[src/rtl/jk_excitation_driver.sv]
// Drives J/K of an external JK flip-flop so its Q follows a target bit stream, then reads Q back and scores it.
// Optional build macro JK_TOGGLE_EXCITE_EN: state changes are driven with J=K=1 (toggle) instead of set/reset.
module jk_excitation_driver #(
   parameter int CNT_W  = 8,
   parameter int SETTLE = 1
) (
   input  logic             clk,
   input  logic             rst,
   input  logic             tgt_valid,
   input  logic             tgt_bit,
   output logic             tgt_ready,
   input  logic             q_in,
   output logic             j_out,
   output logic             k_out,
   output logic             chk_valid,
   output logic             chk_pass,
   output logic [CNT_W-1:0] err_count,
   output logic             busy
);

   typedef enum logic [1:0] {IDLE, DRIVE, SETTLE_W, CHECK} state_t;

   localparam logic [3:0]       LP_SETTLE_LAST = (SETTLE > 0) ? 4'(SETTLE - 1) : 4'd0;
   localparam logic [CNT_W-1:0] LP_ERR_MAX     = '1;

   state_t     r_state;
   logic       r_tgt;
   logic [3:0] r_settle_cnt;
   logic [1:0] w_jk;
   logic       w_take;

   // Returns {J, K} that moves a flip-flop holding q to target t on the next edge.
   function automatic logic [1:0] f_excite(input logic q, input logic t);
`ifdef JK_TOGGLE_EXCITE_EN
      f_excite = (q != t) ? 2'b11 : 2'b00;
`else
      f_excite = {~q & t, q & ~t};
`endif
   endfunction

   assign w_jk   = f_excite(q_in, tgt_bit);
   assign w_take = tgt_valid && tgt_ready;

   always_ff @(posedge clk) begin
      if (rst) begin
         r_state      <= IDLE;
         r_tgt        <= 1'b0;
         r_settle_cnt <= 4'd0;
         j_out        <= 1'b0;
         k_out        <= 1'b0;
         tgt_ready    <= 1'b1;
         chk_valid    <= 1'b0;
         chk_pass     <= 1'b0;
         err_count    <= '0;
         busy         <= 1'b0;
      end else begin
         chk_valid <= 1'b0;
         case (r_state)
            IDLE: begin
               if (w_take) begin
                  r_tgt     <= tgt_bit;
                  j_out     <= w_jk[1];
                  k_out     <= w_jk[0];
                  tgt_ready <= 1'b0;
                  busy      <= 1'b1;
                  r_state   <= DRIVE;
               end else begin
                  tgt_ready <= 1'b1;
               end
            end
            DRIVE: begin
               j_out <= 1'b0;
               k_out <= 1'b0;
               if (SETTLE > 0) begin
                  r_settle_cnt <= LP_SETTLE_LAST;
                  r_state      <= SETTLE_W;
               end else begin
                  r_state <= CHECK;
               end
            end
            SETTLE_W: begin
               if (r_settle_cnt == 4'd0) r_state <= CHECK;
               else r_settle_cnt <= r_settle_cnt - 4'd1;
            end
            CHECK: begin
               chk_valid <= 1'b1;
               chk_pass  <= (q_in == r_tgt);
               if ((q_in != r_tgt) && (err_count != LP_ERR_MAX)) err_count <= err_count + 1'b1;
               // tgt_ready rises one IDLE cycle later, giving the 4+SETTLE cadence
               busy    <= 1'b0;
               r_state <= IDLE;
            end
            default: r_state <= IDLE;
         endcase
      end
   end

endmodule

[config.mk]
export PLATFORM = sky130hd
export DESIGN_NAME = jk_excitation_driver
export DESIGN_NICKNAME = d
export VERILOG_FILES = /design/src/rtl/jk_excitation_driver.sv
export SDC_FILE = /design/constraint.sdc
export NUM_CORES = 1
export LEC_CHECK = 0
export ABC_AREA = 1
export BUFFER_PORTS_ARGS = -buffer_cell sky130_fd_sc_hd__buf_2
export CAP_MARGIN = 20
export CORE_ASPECT_RATIO = 1.5
export CORE_MARGIN = 2
export CORE_UTILIZATION = 57
export CTS_CLUSTER_DIAMETER = 30
export CTS_CLUSTER_SIZE = 16
export DETAILED_ROUTE_END_ITERATION = 6
export PLACE_DENSITY = 0.78
export SLEW_MARGIN = 10
export SYNTH_ARGS = -nofsm -noshare
export SYNTH_HDL_FRONTEND = slang
export SYNTH_SLANG_ARGS = --single-unit
[constraint.sdc]
create_clock -name clk -period 2.9 [get_ports clk]
set_input_delay 0.58 -clock clk [delete_from_list [all_inputs] [get_ports clk]]
set_output_delay 0.58 -clock clk [all_outputs]
set_load 0.1 [all_outputs]
==> results.cfg <==
[sta]
finalSetupViolCount = 0
drv_slew = 0
finalCritPeriodShare = 0.627
slew_headroom = 0.677
fmax_ghz = 0.550
hold_violations = 0
period_minus_slack_ps = 1820
finalSetupTns_ps = 0
rsz0062_at_grt = no
worst_pin_slew_ps = 488
fin_skew_ps = 2.24

[global_route]
grt_pass1_wl_um = 3710
grt-ovfl-total = 0
grt_max_degree = 12
grt_pass1_vias = 919
antenna_found_initial = 0
track_usage = 0.221

[clock_network]
ctsLongestPathBuffers = 2
hold_buffers = 0
insertion_delay_ps = 300
htreeDepth = 1
cts_resized = 0
clk_pin_slew_ps = 120
cts_tree = built
root_buffer = clkbuf_4
cts_sinks = 21
postCtsSetupBuffers = 0
cts_buffers = 3

[detailed_routing]
antenna_left = 0
drt_wl_total_um = 2160
post_drt_via_cell_ratio = 5.17
vias = 1029
first_pass_iters = 4
drc = 0
routedWlPerCell_um = 10.8
drt_iter0_drc = 16

[placement]
gp_congestion = 0.737
portBuffers = 18
dp_hpwl_um = 1740

[floorplanning]
die_y_um = 58.7
die_area_mm2 = 0.00237
coreArea_mm2 = 0.00185
ios = 19
initial_core_util = 0.613
num_rows = 19
fp.dieW_um = 40.5

[power]
irDropWorstVdd_mv = 0.671
switchingPower_uw = 499
p_sw_frac = 0.502
p_int_uw = 496
power_density_mw_per_mm2 = 783
seq_power_share = 0.372
leakagePower_uw = 0.000570
p_comb_frac = 0.487
p_clk_frac = 0.141

[worst_setup_path]
worst_ep_arrival_time_ps = 1240
path_cells = buf_2
startpoint_type = flip-flop
path_delay_family = flip-flops
cpMaxStageDelayCell = dfxtp_1
cp.required_ps = 2320
crit_path_end_kind = primary output
crit_buf_inv = 1
max_stage_delay_ps = 470
path_class = flip-flop to primary output
critical_path.max_fanout = 7

[logic_synthesis]
ys_seq_area_frac = 0.370
synth_warnings = 0
netlist_top_cells_area = dfxtp_1 37%, nand2_1 9.9%, ha_1 7.7%, inv_1 7.6%, nor2_1 6.3%
synth_nets = 170
synth_top_area_share = 0.370
netlist_area_mm2 = 0.00114
syn_inst = 158
synth.distinct_cells = 25
yosys.area.top_type = dfxtp_1
ys_ff_latch = 21
synth_area_per_cell_um2 = 7.19

[finish]
areaGrowthSynthToFinish_pct = 11.8
fillerInstances = 173
layout.nets = 191
post_route_cells_drive_above_1_share = 0.202
post-route-util = 0.685
antenna_cells = 0

[job]
cap_violations = 0

[outcome]
status = finished clean

[min_path]
hp-class = flip-flop to flip-flop
## cell type report
type                       instances  area, um^2  share of cell area
clock buffer                       4        26.3              0.0207
inverter                          25        93.8              0.0739
multi-input combinational        110         613               0.483
sequential                        21         420               0.331
tap                               21        26.3              0.0207
timing repair buffer              18        90.1              0.0709
## synthesized netlist by cell type, drive strengths merged
cell and n:
nand2 33, inv 25, nor2 24, dfxtp 21, a21oi 14, nand3 13
o21ai 10, ha 7, nor3 2, or2 2, a221oi 1, buf 1
clkbuf 1, nand3b 1, nand4 1, o211ai 1, xor2 1
## placed cells by master, fill, tap and decap left out
master and n:
a21oi_1 11, a21oi_2 2, a21oi_4 1, a221oi_1 1, buf_2 18, clkbuf_1 1
clkbuf_4 3, dfxtp_1 21, ha_1 7, inv_1 23, inv_2 2, nand2_1 30
nand2_2 3, nand3_1 13, nand3b_1 1, nand4_1 1, nor2_1 19, nor2_2 2
nor2_4 3, nor3_1 2, o211ai_1 1, o21ai_0 9, o21ai_4 1, or2_1 1
or2_2 1, xor2_1 1
## registers in the layout, indices dropped and copies added (netlist names)
| signal | count |
|---|---|
| busy | 1 |
| chk_pass | 1 |
| chk_valid | 1 |
| err_count | 8 |
| j_out | 1 |
| k_out | 1 |
| r_settle_cnt | 4 |
| r_state | 2 |
| r_tgt | 1 |
| tgt_ready | 1 |
## logic make-up (layout without fill, tap and decap cells)
logic type | count (synthesis) | in the layout | share of synthesized area
AOI/OAI and AO/OA | 26 | 26 | 0.146
DFF | 21 | 21 | 0.370
xor gates and xnor gates | 1 | 1 | 0.00771
and+or+nand+nor | 76 | 76 | 0.308
adders and majority gates | 7 | 7 | 0.0771
buffers and inverters | 27 | 47 | 0.0903
## final timing paths
kind	to	start	depth (start not counted)	slack (ps)
max	err_count[4]	err_count[4]	1	1080
min	r_tgt	r_tgt	2	480
max reg2reg	j_out	r_state[0]	7	1450
min reg2reg	r_tgt	r_tgt	2	480
## power groups by stage
stage / clock, uW / sequential [uW] / combinational [uW]
4_1_cts: 143 / 370 / 485
2_1_floorplan: 0 / 578 / 203
3_5_place_dp: 0 / 376 / 484
3_3_place_gp: 0 / 373 / 478
6_report: 141 / 370 / 485
5_1_grt: 152 / 375 / 529
## metal layers
metal	GRT usage	vias up	wire length [um]
met5	0	-	0
met4	0.0857	0	20
met3	0.0226	2	48
met2	0.392	14	1170
met1	0.253	467	918
li1	-	546	-
## stage by stage
stage / power (uW) / worst slack (ps) / hold WS, ps / cell area, um^2 / instances
6_report: 995 / 1080 / 480 / 1270 / 199
2_1_floorplan: 781 / 872 / 443 / 1140 / 158
3_3_place_gp: 851 / 1390 / 454 / 1240 / 195
5_1_grt: 1060 / 1030 / 507 / 1270 / 199
4_1_cts: 998 / 1070 / 477 / 1270 / 199
3_5_place_dp: 861 / 1350 / 460 / 1240 / 195
Note: power is estimated with default switching activity, not from simulation.
